==> config.mk <==
export PLATFORM = sky130hd
export DESIGN_NAME = merge_tree_dispatch_buf_flat
export DESIGN_NICKNAME = d
export VERILOG_FILES = /design/src/rtl/merge_tree_dispatch_buf_if.sv /design/src/rtl/merge_tree_dispatch_buf.sv /design/src/flat_wrapper.sv
export SDC_FILE = /design/constraint.sdc
export NUM_CORES = 1
export LEC_CHECK = 0
export CAP_MARGIN = 20
export CORE_MARGIN = 2
export CORE_UTILIZATION = 45
export DETAILED_ROUTE_END_ITERATION = 10
export MAX_ROUTING_LAYER = met4
export PLACE_DENSITY = 0.7
export REMOVE_ABC_BUFFERS = 1
export SKIP_LAST_GASP = 1
export SLEW_MARGIN = 25
export SYNTH_ARGS = -nofsm -noshare
export SYNTH_HDL_FRONTEND = slang
export SYNTH_SLANG_ARGS = --single-unit
==> constraint.sdc <==
create_clock -name i_clk -period 35.2 [get_ports i_clk]
set_clock_uncertainty 0.2 [all_clocks]
set_input_delay 3.52 -clock i_clk [delete_from_list [all_inputs] [get_ports i_clk]]
set_output_delay 3.52 -clock i_clk [all_outputs]
set_load 0.005 [all_outputs]
==> src/rtl/merge_tree_dispatch_buf_if.sv <==
// AXI-Stream beat bundle feeding the merge-tree dispatch buffer.
//   tvalid/tready : beat handshake
//   tdata         : packed records, record k at [k*REC_W +: REC_W]
//   tkeep         : one bit per record, contiguous from bit 0
//   tlast         : final beat of a run
// master drives the beat, slave returns tready.
interface merge_tree_dispatch_buf_if #(
  parameter int DATA_W = 512,
  parameter int KEEP_W = 8
);
  logic              tvalid;
  logic              tready;
  logic [DATA_W-1:0] tdata;
  logic [KEEP_W-1:0] tkeep;
  logic              tlast;

  modport master (output tvalid, tdata, tkeep, tlast, input tready);
  modport slave  (input tvalid, tdata, tkeep, tlast, output tready);
endinterface

==> src/rtl/merge_tree_dispatch_buf.sv <==
// Rate converter from a wide AXI-Stream beat to one merge-tree leaf.
// Each beat carries N_REC records; they are presented one per i_read as a
// first-word-fall-through source. A two-slot buffer (current A, prefetch B)
// gives zero-bubble beat transitions and a registered tready.
//   i_clk, i_rst_n     : clock, synchronous active-low reset
//   i_init_pass        : tag last on every 2^i_chunk_log2 records
//   i_chunk_log2       : log2 of the initial chunk, 0..LOG_N_REC
//   s_axis             : input beat stream (slave side)
//   i_read             : leaf pops the presented record
//   o_data             : {last_flag, record}
//   o_data_vld         : o_data valid
//   o_err              : sticky error, set on empty or non-contiguous tkeep
module merge_tree_dispatch_buf #(
  parameter int  AXIS_TDATA_WIDTH  = 512,
  parameter int  RECORD_DATA_WIDTH = 64,
  localparam int N_REC             = AXIS_TDATA_WIDTH / RECORD_DATA_WIDTH,
  localparam int LOG_N_REC         = $clog2(N_REC),
  localparam int CHUNK_W           = $clog2(LOG_N_REC + 1)
) (
  input  logic                         i_clk,
  input  logic                         i_rst_n,
  input  logic                         i_init_pass,
  input  logic [CHUNK_W-1:0]           i_chunk_log2,
  merge_tree_dispatch_buf_if.slave     s_axis,
  input  logic                         i_read,
  output logic [RECORD_DATA_WIDTH:0]   o_data,
  output logic                         o_data_vld,
  output logic                         o_err
);

  localparam int CNT_W = LOG_N_REC + 1;
  localparam logic [N_REC-1:0]     KEEP_ONE = N_REC'(1);
  localparam logic [CNT_W-1:0]     CNT_ONE  = CNT_W'(1);
  localparam logic [LOG_N_REC-1:0] IDX_ONE  = LOG_N_REC'(1);

  // Slot A: record currently presented; slot B: prefetched beat.
  logic [AXIS_TDATA_WIDTH-1:0] a_data_reg, a_data_next;
  logic [AXIS_TDATA_WIDTH-1:0] b_data_reg, b_data_next;
  logic [CNT_W-1:0]            a_cnt_reg, a_cnt_next;
  logic [CNT_W-1:0]            b_cnt_reg, b_cnt_next;
  logic                        a_last_reg, a_last_next;
  logic                        b_last_reg, b_last_next;
  logic                        a_vld_reg, a_vld_next;
  logic                        b_vld_reg, b_vld_next;
  logic [LOG_N_REC-1:0]        a_idx_reg, a_idx_next;
  logic                        err_reg, err_next;

  logic [CNT_W-1:0]             in_cnt;
  logic                         in_legal;
  logic                         hs;
  logic                         accept;
  logic                         pop;
  logic                         a_at_end;
  logic                         a_drain;
  logic                         to_a;
  logic                         last_flag;
  logic [RECORD_DATA_WIDTH-1:0] a_rec [N_REC];
  logic [LOG_N_REC-1:0]         chunk_mask;

  generate
    for (genvar gi = 0; gi < N_REC; gi++) begin : g_rec
      assign a_rec[gi] = a_data_reg[gi*RECORD_DATA_WIDTH +: RECORD_DATA_WIDTH];
    end
    // Low i_chunk_log2 bits of the index set: M = 2^chunk - 1.
    for (genvar gi = 0; gi < LOG_N_REC; gi++) begin : g_mask
      assign chunk_mask[gi] = (CHUNK_W'(gi) < i_chunk_log2);
    end
  endgenerate

  // Record count and legality of the incoming beat. A keep of the form
  // 0..01..1 has no carry overlap with itself plus one.
  always_comb begin
    in_cnt = '0;
    for (int k = 0; k < N_REC; k++) begin
      in_cnt = in_cnt + CNT_W'(s_axis.tkeep[k]);
    end
    in_legal = (s_axis.tkeep != '0) &&
               ((s_axis.tkeep & (s_axis.tkeep + KEEP_ONE)) == '0);
  end

  // tready depends only on registered B occupancy (and reset).
  assign s_axis.tready = i_rst_n & ~b_vld_reg;

  assign hs       = s_axis.tvalid & s_axis.tready;
  assign accept   = hs & in_legal;
  assign pop      = i_read & a_vld_reg;
  assign a_at_end = ({1'b0, a_idx_reg} == (a_cnt_reg - CNT_ONE));
  assign a_drain  = pop & a_at_end;
  // A takes the new beat when it is (or is becoming) free with nothing queued in B.
  assign to_a     = ~a_vld_reg | (a_drain & ~b_vld_reg);

  always_comb begin
    a_data_next = a_data_reg;
    a_cnt_next  = a_cnt_reg;
    a_last_next = a_last_reg;
    a_vld_next  = a_vld_reg;
    a_idx_next  = a_idx_reg;
    b_data_next = b_data_reg;
    b_cnt_next  = b_cnt_reg;
    b_last_next = b_last_reg;
    b_vld_next  = b_vld_reg;
    err_next    = err_reg;

    if (pop && !a_at_end) begin
      a_idx_next = a_idx_reg + IDX_ONE;
    end

    if (a_drain) begin
      a_vld_next = 1'b0;
      a_idx_next = '0;
      if (b_vld_reg) begin
        a_data_next = b_data_reg;
        a_cnt_next  = b_cnt_reg;
        a_last_next = b_last_reg;
        a_vld_next  = 1'b1;
        b_vld_next  = 1'b0;
      end
    end

    // B valid forces tready low, so an accept never collides with B->A reload.
    if (accept) begin
      if (to_a) begin
        a_data_next = s_axis.tdata;
        a_cnt_next  = in_cnt;
        a_last_next = s_axis.tlast;
        a_vld_next  = 1'b1;
        a_idx_next  = '0;
      end else begin
        b_data_next = s_axis.tdata;
        b_cnt_next  = in_cnt;
        b_last_next = s_axis.tlast;
        b_vld_next  = 1'b1;
      end
    end

    if (hs && !in_legal) begin
      err_next = 1'b1;
    end
  end

  always_ff @(posedge i_clk) begin
    if (!i_rst_n) begin
      a_vld_reg <= 1'b0;
      b_vld_reg <= 1'b0;
      a_idx_reg <= '0;
      err_reg   <= 1'b0;
    end else begin
      a_vld_reg <= a_vld_next;
      b_vld_reg <= b_vld_next;
      a_idx_reg <= a_idx_next;
      err_reg   <= err_next;
    end
  end

  // Payload registers are qualified by the valid bits and need no reset.
  always_ff @(posedge i_clk) begin
    a_data_reg <= a_data_next;
    a_cnt_reg  <= a_cnt_next;
    a_last_reg <= a_last_next;
    b_data_reg <= b_data_next;
    b_cnt_reg  <= b_cnt_next;
    b_last_reg <= b_last_next;
  end

  assign last_flag  = (a_last_reg & a_at_end) |
                      (i_init_pass & ((a_idx_reg & chunk_mask) == chunk_mask));
  assign o_data     = {last_flag, a_rec[a_idx_reg]};
  assign o_data_vld = i_rst_n & a_vld_reg;
  assign o_err      = err_reg;

endmodule

==> src/flat_wrapper.sv <==
// flat-port wrapper written by rule: the top's interface ports become plain ports
module merge_tree_dispatch_buf_flat 
#(
  parameter int  AXIS_TDATA_WIDTH  = 512,
  parameter int  RECORD_DATA_WIDTH = 64,
  localparam int N_REC             = AXIS_TDATA_WIDTH / RECORD_DATA_WIDTH,
  localparam int LOG_N_REC         = $clog2(N_REC),
  localparam int CHUNK_W           = $clog2(LOG_N_REC + 1)
)
  (i_clk, i_rst_n, i_init_pass, i_chunk_log2, i_read, o_data, o_data_vld, o_err, s_axis_tvalid, s_axis_tdata, s_axis_tkeep, s_axis_tlast, s_axis_tready);
  merge_tree_dispatch_buf_if #(.DATA_W((512)), .KEEP_W((8))) s_axis_i ();
  input  logic i_clk;
  input  logic i_rst_n;
  input  logic i_init_pass;
  input  logic [CHUNK_W-1:0] i_chunk_log2;
  input  logic i_read;
  output logic [RECORD_DATA_WIDTH:0] o_data;
  output logic o_data_vld;
  output logic o_err;
  input wire logic [$bits(s_axis_i.tvalid)-1:0] s_axis_tvalid;
  input wire logic [$bits(s_axis_i.tdata)-1:0] s_axis_tdata;
  input wire logic [$bits(s_axis_i.tkeep)-1:0] s_axis_tkeep;
  input wire logic [$bits(s_axis_i.tlast)-1:0] s_axis_tlast;
  output wire logic [$bits(s_axis_i.tready)-1:0] s_axis_tready;
  assign s_axis_i.tvalid = s_axis_tvalid;
  assign s_axis_i.tdata = s_axis_tdata;
  assign s_axis_i.tkeep = s_axis_tkeep;
  assign s_axis_i.tlast = s_axis_tlast;
  assign s_axis_tready = s_axis_i.tready;
  merge_tree_dispatch_buf #(.AXIS_TDATA_WIDTH(AXIS_TDATA_WIDTH), .RECORD_DATA_WIDTH(RECORD_DATA_WIDTH)) u_core (.i_clk(i_clk), .i_rst_n(i_rst_n), .i_init_pass(i_init_pass), .i_chunk_log2(i_chunk_log2), .s_axis(s_axis_i), .i_read(i_read), .o_data(o_data), .o_data_vld(o_data_vld), .o_err(o_err));
endmodule
==> Word-level counts from Yosys, hierarchy flattened <==
Cells that the tools add are included.
{ "word_totals": {"mem_bits_rw": 0, "output_inout_bits": 68, "latch_bits": 0, "n_memories": 0, "ff_bits": 1040, "romBits": 0, "inputBits": 528} }
{ "classes": {"n_shift": 0, "magnitude_cmp": 4, "n_mux": 26, "eq_ne": 2, "reduce_logical": 8, "n_bitwise": 17, "add_sub_neg": 10, "div": 0, "multipliers": 0} }
{ "ops": {"columns": ["op", "n"], "rows": [
  ["$mux 512", 4],
  ["$bmux 64 s3", 1],
  ["$mux 64", 2],
  ["$add 4x1->4", 6],
  ["$mux 4", 4],
  ["$mux 3", 4],
  ["$mux 1", 11],
  ["$and 1x1->1", 9],
  ["$add 8x1->8 const B", 1],
  ["$and 8x8->8", 1],
  ["$logic_not 8->1", 1],
  ["$reduce_bool 8->1", 1],
  ["$eq 3x4->1", 1],
  ["$ge 4x4->1 const B", 1],
  ["$lt 1x2->1 const A", 2],
  ["$not 3->4", 1],
  ["$sub 4x1->4 const B", 1],
  ["$add 3x1->3 const B", 1],
  ["$and 3x3->3", 1],
  ["$eq 3x3->1", 1],
  ["$logic_and 1x1->1", 3],
  ["$not 1->1", 3],
  ["$add 1x1->2", 1],
  ["$logic_not 1->1", 2],
  ["3 further kinds", 4]
]} }

==> Logic depth before layout (Yosys ltp) <==
Gate-level depths: netlist of run 1.
{ "depth": {"depth_word": 9, "ltp_mapped": 11, "ltp_nobuf": 10} }

==> Worst setup path before layout of run 1 <==
OpenSTA, ideal clock, no wires.
{ "synth_timing": {"path_kind": "input -> register", "startpoint": "in s_axis_tkeep[4]", "endpoint": "reg u_core.b_cnt_reg[0], enable pin", "n_path_buf": 0, "t_arrival_ns": 25.654, "setup_ns": 1.409, "required_ns": 33.591, "stages": 4, "path_slack_ns": 7.937, "path_cell_list": "nor2b_1 -> a2111oi_2 -> nand4b_1 -> nor2_1"} }
{ "synth_between": {"elab_chain_len": 6, "elab_cells_between_ends": 7, "cone_classes": "1 x add/sub; 2 x bitwise; 4 x reduce/logical"} }
{ "synth_rtl": {"columns": ["item", "line_no", "text"], "rows": [
  ["start: declaration", "flat_wrapper.sv:22", "input wire logic [$bits(s_axis_i.tkeep)-1:0] s_axis_tkeep;"],
  ["$add 8x1->8", "merge_tree_dispatch_buf.sv:78", "((s_axis.tkeep & (s_axis.tkeep + KEEP_ONE)) == '0);"],
  ["$and 8x8->8", "merge_tree_dispatch_buf.sv:78", null],
  ["$logic_not 8->1", "merge_tree_dispatch_buf.sv:78", null],
  ["$logic_and 1x1->1 (*)", "merge_tree_dispatch_buf.sv:77", "in_legal = (s_axis.tkeep != '0) &&"],
  ["$and 1x1->1 (*)", "merge_tree_dispatch_buf.sv:85", "assign accept = hs & in_legal;"],
  ["$reduce_and 2->1 (no line) (*)", null, null],
  ["end signal: assignment", "merge_tree_dispatch_buf.sv:161", "b_cnt_reg <= b_cnt_next;"],
  ["end: declaration", "merge_tree_dispatch_buf.sv:40", "logic [CNT_W-1:0] b_cnt_reg, b_cnt_next;"]
]} }
Every way passes the cells marked *; elsewhere a longest branch is shown, timed or not.
A chain may end at the register's enable or synchronous reset.

==> Worst setup path in the final report of run 1 <==
{ "layout_timing": {"startpoint": "in i_chunk_log2[0]", "endpoint": "out o_data[64]"} }
{ "layout_between": {"elab_chain_len": 5, "elab_cells_between_ends": 7, "cone_classes": "3 x order compare; 1 x eq/ne; 3 x bitwise"} }
{ "layout_rtl": {"columns": ["item", "line_no", "text"], "rows": [
  ["start: declaration", "flat_wrapper.sv:15", "input logic [CHUNK_W-1:0] i_chunk_log2;"],
  ["$lt 1x2->1 / $lt 2x2->1 (equally long branches)", "merge_tree_dispatch_buf.sv:66", "assign chunk_mask[gi] = (CHUNK_W'(gi) < i_chunk_log2);"],
  ["$and 3x3->3", "merge_tree_dispatch_buf.sv:166", "(i_init_pass & ((a_idx_reg & chunk_mask) == chunk_mask));"],
  ["$eq 3x3->1 (*)", "merge_tree_dispatch_buf.sv:166", null],
  ["$and 1x1->1 (*)", "merge_tree_dispatch_buf.sv:166", null],
  ["$or 1x1->1 (*)", "merge_tree_dispatch_buf.sv:165", "assign last_flag = (a_last_reg & a_at_end) |"],
  ["end: declaration", "flat_wrapper.sv:17", "output logic [RECORD_DATA_WIDTH:0] o_data;"]
]} }
Marked as above.

==> run metrics, run 1 <==
status=complete, no violations; Chip Height=313.7 um; Vias/cell=5.183; Pins Over Slew Limit=0; Detail Route Antenna Nets=0; worst hold slack=294.8 ps; routed wire length=96.52 mm; share of post-route cells with drive strength above 1=44.44%; synthesized area=43170 sq um; Worst IR Drop VDD=0.04323 mV; Worst Hold Class=reg2reg; full die area=98420 sq um; DR pass1 iterations=5; DR WL met2=50.10 mm; drt initial violations=1395; top sig layer=met4; routed vias=23310; clk_lat worst skew=680 ps; Syn. warnings=0; Yosys cell types=39; dpl ws=26420 ps; unrepaired setup endpoints after global routing=no; CTS tree=built; number of global-route vias before repair=25240; global-route usage over all layers=19.66%; WP data arrival=4980 ps; boundary pin count=596; cts-stage hold buffer count=0; share of the synthesized area in the top cell type=35.96%; area leader, netlist=edfxtp_1; WL/cell=21.46 um; CTS max path bufs=3; clk slew on worst S/H paths=60 ps; worst-margin pin slew=1144 ps; initial core utilization=45.44%; cell count after synthesis=2507; Rows=113; M1 WL=38.24 mm; largest net degree at the start of global routing=171; final-stage net count=3623; Mean Syn Cell Area=17.22 sq um; fillcell total=7387; pwr dens=57.79 nW/um^2; Area contributors post-synth=edfxtp_1 36%, mux2_2 25%, dfxtp_1 24%; P_leak=20.06 nW; clock root cell=clkbuf_16; hpwl dp=63.83 mm; H-tree Lvls=3; Area growth syn-to-layout=24.74%; post-layout instance area=53850 sq um; final worst slack=26500 ps; WP data required=31480 ps; WS Path Type=in2out; nature of the critical path endpoint=output pin; CTS sink count=1040; Post-CTS Setup Inserts=0; Placed Area=50100 sq um; Fin Setup TNS=0 ps; Residual DRC=0; core footprint=95010 sq um; share of the yosys chip area belonging to registers=60.22%; final setup violation count=0; post-CTS resize count=0; Critical Path Start Type=input pin; global-route wire length before repair=145.0 mm; Port Buf Inserts=595; Final Hold Viols=0; initial antenna violation count=47; Max Fclk=0.1150 GHz; Die W=313.7 um; Inserted Clock Buffers=110; fin crit share=24.71%; Rel. slew slack=23.76%; met3 wire len=5.915 mm; Seq cells post-synth=1040; gr ovfl total=0; gpl congestion=0.8527; Max Cap Viol=0; Final Critical Period=8698 ps; CP max FO=2
kinds of logic after synthesis:
logic type      synth area share, %
buf+inv                       2.185
fa+ha+maj                    0.3884
mux                           36.42
xor+xnor                     0.1014
simple gates                 0.3652
flops                         60.22
compound gates               0.3217
worst paths after layout:
check | start | end | slack (ps) | depth (start not counted)
setup / recovery | i_chunk_log2[0] | o_data[64] | 26500 | 7
hold / removal | u_core.o_err$_SDFFE_PN0P_ | u_core.o_err$_SDFFE_PN0P_ | 290 | 1
setup reg to reg | u_core.a_idx_reg[0]$_SDFF_PN0_ | u_core.a_data_reg[234]$_DFF_P_ | 29150 | 9
hold reg to reg | u_core.o_err$_SDFFE_PN0P_ | u_core.o_err$_SDFFE_PN0P_ | 290 | 1
final cells by class:
| cell class | count | area [sq um] | area share [%] |
|---|---|---|---|
| Sequential cell | 1040 | 26010 | 48.29 |
| Inverter | 20 | 75.07 | 0.1394 |
| Clock buffer | 178 | 3344 | 6.211 |
| Tap cell | 1265 | 1583 | 2.939 |
| Multi-Input combinational cell | 1292 | 16250 | 30.18 |
| Clock inverter | 32 | 222.7 | 0.4136 |
| Timing Repair Buffer | 620 | 6241 | 11.59 |
| Antenna cell | 50 | 125.1 | 0.2323 |
synth_stat cells:
cell type,n
and2_1,2
buf_1,4
clkbuf_1,30
nor2_1,8
buf_4,14
ha_1,7
and3_1,1
nand4b_1,1
a21o_1,1
a21oi_1,4
nand2_1,6
mux2_4,128
mux2_2,966
xnor2_1,4
o21a_1,2
buf_6,16
fa_1,4
edfxtp_1,517
a2111oi_2,1
o31a_1,1
and3b_1,1
mux4_2,128
nor3_1,2
nor3b_1,1
buf_2,91
xor2_1,1
dfxtp_1,523
inv_1,20
mux2i_1,4
o2111ai_1,1
nor3_2,1
o211ai_1,1
nand4_1,1
o211a_1,1
a31oi_1,1
o21ai_0,5
nor2b_1,4
a211oi_1,2
nand3_1,2
power breakdown:
part           total [mW]  switching, mW  internal [mW]
clock                1.12          0.462          0.662
combinational       0.495          0.129          0.366
sequential           1.49         0.0733           1.42
total                3.11          0.664           2.45
critical path, cell delays in order:
cell	delay (ps)
clkdlybuf4s50_1	490
inv_1	50
o21ai_0	160
nand2_1	80
o211ai_1	90
o21ai_0	120
clkdlybuf4s50_1	460
through the flow:
| stage | util, % | std cells | total power, mW |
|---|---|---|---|
| 2_1_floorplan | - | 2352 | 1.841 |
| 3_3_place_gp | 52.73 | 4235 | 1.981 |
| 3_5_place_dp | 52.73 | 4235 | 2.016 |
| 4_1_cts | 56.48 | 4445 | 3.144 |
| 5_1_grt | 56.67 | 4494 | 3.244 |
| 6_report | 56.68 | 4497 | 3.112 |
routing by layer:
metal,track usage [%],vias up
met4,7.112,0
met5,-,-
met3,5.416,141
met1,22.13,11740
met2,33.45,565
li1,-,10860
layout by cell type, fill, tap and decap left out, drive strengths merged:
master / synthesis / routed
a2111oi: 1 / 1
a211oi: 2 / 2
a21o: 1 / 1
a21oi: 4 / 4
a31oi: 1 / 1
and2: 2 / 2
and3: 1 / 1
and3b: 1 / 1
buf: 125 / 25
bufinv: 0 / 2
clkbuf: 30 / 178
clkdlybuf4s50: 0 / 595
clkinv: 0 / 27
dfxtp: 523 / 523
diode: 0 / 50
edfxtp: 517 / 517
fa: 4 / 4
ha: 7 / 7
inv: 20 / 23
mux2: 1094 / 1094
mux2i: 4 / 4
mux4: 128 / 128
nand2: 6 / 6
nand3: 2 / 2
nand4: 1 / 1
nand4b: 1 / 1
nor2: 8 / 8
nor2b: 4 / 4
nor3: 3 / 3
nor3b: 1 / 1
o2111ai: 1 / 1
o211a: 1 / 1
o211ai: 1 / 1
o21a: 2 / 2
o21ai: 5 / 5
o31a: 1 / 1
xnor2: 4 / 4
xor2: 1 / 1
No activity file was read; power rests on OpenSTA's default activity.
==> run 2: changes to the inputs <==
--- a/config.mk
+++ b/config.mk
@@ -10,7 +10,7 @@
 export CORE_UTILIZATION = 45
 export DETAILED_ROUTE_END_ITERATION = 10
 export MAX_ROUTING_LAYER = met4
-export PLACE_DENSITY = 0.7
+export PLACE_DENSITY = 0.72
 export REMOVE_ABC_BUFFERS = 1
 export SKIP_LAST_GASP = 1
 export SLEW_MARGIN = 25
==> constraint.sdc (replaced) <==
create_clock -name i_clk -period 7.3 [get_ports i_clk]
set_clock_uncertainty 0.2 [all_clocks]
set_input_delay 0.73 -clock i_clk [delete_from_list [all_inputs] [get_ports i_clk]]
set_output_delay 0.73 -clock i_clk [all_outputs]
set_load 0.005 [all_outputs]
==> run 2 against run 1 <==
  * Via count down 0.16%
  * Sequential share of layout area down 0.061 points
  * Highest routed layer unchanged
  * Die area unchanged
  * Critical endpoint is now o_data[40]
==> run metrics, run 2 (synthesized netlist as in run 1, its figures left out) <==
core footprint=95010 sq um; WL/cell=21.77 um; routed vias=23270; unrepaired setup endpoints after global routing=no; drt initial violations=1337; boundary pin count=596; hpwl dp=65.03 mm; Worst Hold Class=reg2reg; Critical Path Start Type=flip-flop; most common cell after layout, fill and taps aside=mux2_2; clk slew on worst S/H paths=60 ps; largest net degree at the start of global routing=146; CTS max path bufs=3; Inserted Clock Buffers=107; Residual DRC=0; Final Critical Period=4776 ps; final setup violation count=0; Rel. slew slack=25.03%; WP data required=6370 ps; gr ovfl total=0; number of global-route vias before repair=25240; routed wire length=97.79 mm; clock root cell=clkbuf_16; GR Util met3=6.023%; clk_lat worst skew=680 ps; fillcell total=7373; gpl congestion=0.8337; Rows=113; most frequent cells in the layout=966 x mux2_2, 595 x clkdlybuf4s50_1, 520 x dfxtp_1; cts-stage hold buffer count=0; GR peak layer=met2; Die W=313.7 um; fin crit share=65.42%; global-route wire length before repair=146.5 mm; share of post-route cells with drive strength above 1=44.59%; Detail Route Antenna Nets=0; worst-margin pin slew=1124 ps; initial core utilization=45.44%; beginning of the critical path=u_core.a_idx_reg[1]$_SDFF_PN0_; H-tree Lvls=3; RR Startpoint=u_core.a_idx_reg[1]$_SDFF_PN0_; full die area=98420 sq um; global-route usage over all layers=19.94%; met2 GRT Util=33.80%; status=complete, no violations; Final Hold Viols=0; WS Path Type=reg2out; min-delay src=u_core.o_err$_SDFFE_PN0P_; Pins Over Slew Limit=0; CP max FO=50; Max Fclk=0.2094 GHz; GR Layer Usage met1=22.15%; Tot Pwr=15.06 mW; initial antenna violation count=42; Chip Height=313.7 um; post-CTS resize count=0; P_leak=20.08 nW; Post-CTS Setup Inserts=0; Vias/cell=5.180; pwr dens=279.4 nW/um^2; Worst IR Drop VDD=0.1991 mV; Fin Setup TNS=0 ps; final-stage net count=3628; CTS sink count=1040; Area growth syn-to-layout=24.90%; WP data arrival=3850 ps; Max Cap Viol=0; Port Buf Inserts=595; nature of the critical path endpoint=output pin; CTS tree=built; DR pass1 iterations=5
## run 2: changes by cell type in the layout (fill, tap and decap cells not counted), sizes merged
cell,previous run,this run
buf,25,33
bufinv,2,11
clkbuf,178,149
clkinv,27,37
clkinvlp,0,3
diode,50,45
inv,23,22
## run 2: cell type report
type | count | area (sq um) | area share, %
clock inverters | 53 | 568.0 | 1.054
flip-flops and latches | 1040 | 26010 | 48.23
clock buffers | 149 | 2988 | 5.542
well taps | 1265 | 1583 | 2.936
repair buffers | 628 | 6332 | 11.74
diodes | 45 | 112.6 | 0.2089
inverters | 20 | 75.07 | 0.1392
multi-input cells | 1292 | 16250 | 30.14
## run 2: final timing paths
check / endpoint / slack [ps] / cells past startpoint
worst max-delay path: o_data[40] / 2520 / 4
worst min-delay path: u_core.o_err$_SDFFE_PN0P_ / 270 / 1
worst max register to register: u_core.a_data_reg[93]$_DFF_P_ / 3110 / 6
worst min register to register: u_core.o_err$_SDFFE_PN0P_ / 270 / 1
## run 2: power by group
group          internal (mW)  leakage (nW)  switching (mW)
combinational           1.76          9.34           0.621
clock                   3.24          1.74            2.23
sequential              6.85          9.01           0.362
total                   11.9          20.1            3.21
## run 2: metrics by stage
step / setup slack [ps] / hold slack, ps / cells / cell area (sq um) / utilization, %
after floorplan: -21500 / 264.4 / 2352 / 42300 / -
after global placement: 2749 / 260.7 / 4244 / 50230 / 52.86
after detailed placement: 2979 / 264.9 / 4245 / 50250 / 52.88
after CTS: 2417 / 279.2 / 4447 / 53800 / 56.63
after global routing: 2340 / 296.2 / 4488 / 53910 / 56.74
final: 2524 / 273.3 / 4492 / 53920 / 56.75
## run 2: metal layers
layer / part of all wire, % / wire [um]
met5: 0 / 0
met4: 2.6 / 2525
met3: 7.3 / 7159
met2: 51 / 49950
met1: 39 / 38160
## run 2: worst max-delay path, cell delays in order (launching register included)
cell and delay, ps:
dfxtp_4 1030, buf_4 670, mux4_2 500, mux2_2 310
clkdlybuf4s50_1 570
==> RTL change: new RTL, flow settings as in run 2 <==
Put one more register stage on the output `o_err`, cleared by the reset. The value now appears one clock later. The other outputs are not delayed to match.
--- a/src/rtl/merge_tree_dispatch_buf.sv
+++ b/src/rtl/merge_tree_dispatch_buf.sv
@@ -168,3 +168,9 @@
   assign o_data_vld = i_rst_n & a_vld_reg;
-  assign o_err      = err_reg;
+  always_ff @(posedge i_clk) begin
+    if (!i_rst_n) begin
+      o_err <= '0;
+    end else begin
+      o_err <= err_reg;
+    end
+  end
 
Function: changed (Yosys sat finds a counterexample within 4 cycles, from zero or initial values and one cycle with i_rst_n low).
==> RTL change against run 2 <==
Synthesized area about the same. Worst setup slack improved by 0.14 ns. Register-to-register slack improved by 0.05 ns. Final area decreased by 0.10%. Wire length increased by 0.55%. Total power decreased by 4.1%. Sequential cell count increased by 1. Count of clock-buffer cells in the layout increased by 21. Largest cell class unchanged.
==> RTL change: results (changes against run 2) <==
[global_routing]
globalRouteMet1Util=0.223  ; +0.00145
grt_util_met2=0.343  ; +0.00507
gr-usage-met3=0.0540  ; -0.00620
antenna_found_initial=52  ; +24%
grt_pass1_vias=25500  ; +0.97%
grt_pass1_wl_mm=148  ; +1.3%
grt_max_degree=161  ; +10%
grt_usage=0.202  ; +0.00233

[place]
dp_worst_setup_slack_ns=2.86  ; -0.119 ns
dpl_cell_area_mm2=0.0502  ; about the same
gp_congestion=0.795  ; -4.7%
dp_cells=4241  ; -0.094%
hpwl_mm=65.7  ; +0.99%

[detailed_routing]
wl_met2_mm=51.5  ; +3.1%
wl_per_cell_um=21.9  ; +0.48%
wl_met3_mm=6.19  ; -14%
vias=23300  ; +0.30%
initialDrtViolationCount=1346  ; +0.67%
met1_length_mm=38.1  ; about the same

[synthesis]
synth_cell_type_count=35  ; -10%
synthTopCellsByCount=mux2_2 (955), dfxtp_1 (524), edfxtp_1 (517), mux2_4 (128), mux4_2 (128)
synth_fa_ha_area_frac=0.00388  ; about the same
ys.warnings.count=0  ; unchanged
seq_area_frac_synth=0.602  ; about the same
synth_area_leaders=edfxtp_1 (36%), mux2_2 (25%), dfxtp_1 (24%), mux4_2 (6.7%), mux2_4 (4.5%)
synth_compound_area_frac=0.00325  ; +0.0000279
synth.area.mux_share=0.364  ; about the same
avgSynthCellArea_um2=17.2  ; about the same
synthXorXnorAreaFrac=0.00101  ; about the same

[run_status]
status=complete, no violations

[layout]
num-nets-final=3625  ; -0.083%
layout.cells.non_filler=4495  ; +0.067%
nFillCells=7394  ; +0.28%
utilization=0.567  ; -0.000579
drive_above_1_share=0.444  ; -0.00227

[cts]
cts_setup_buffers=0  ; unchanged

[timing]
post-route-period-util=0.635  ; -0.0188
slew_headroom=0.262  ; +0.0121
hold_slack_ns=0.281  ; +0.00803 ns

[worst_setup_path]
cp_slowest_stage_delay_ns=0.85  ; -0.18 ns
timing.rr.start=u_core.a_idx_reg[2]
r2r_end=u_core.a_data_reg[226]
slowest_stage=buf_4
reg2reg_setup_slack_ns=3.16  ; +0.05 ns
worstRegToRegCells=6  ; unchanged

[pwr]
leakagePower_nw=20.2  ; +0.78%
vdd_drop_max_mv=0.177  ; -11%

[hold_path]
hp-start=u_core.err_reg
min_to=u_core.o_err

## RTL change: cell count changes after synthesis, moves of 2 or more
cell	run 2	this run
a21oi_1	4	2
mux2_1	0	11
mux2_2	966	955
nand4_1	1	3
o21ai_0	5	7
## RTL change: layout make-up
cell class                 instances  share of cell area
sequential                      1041               0.483
clock inverter                    31             0.00453
clock buffer                     170              0.0603
antenna                           52             0.00242
tap                             1265              0.0294
inverter                          21             0.00146
multi-input combinational       1291               0.302
timing repair buffer             624               0.117
## RTL change: report_power, final
group	switching, W	leakage [nW]	total [W]	internal (W)
Clock	0.00220	1.72	0.00535	0.00315
Combinational	0.000535	9.52	0.00205	0.00152
Sequential	0.000303	8.99	0.00704	0.00674
Total	0.00304	20.2	0.0144	0.0114
## RTL change: worst max-delay path by stage
stage / end / cells after the start
finish: o_data[57] / 4
floorplan: u_core.b_cnt_reg[0] / 5
global placement: u_core.a_data_reg[379] / 9
CTS: o_data[57] / 4
global route: o_data[57] / 4
detailed placement: u_core.a_data_reg[187] / 9
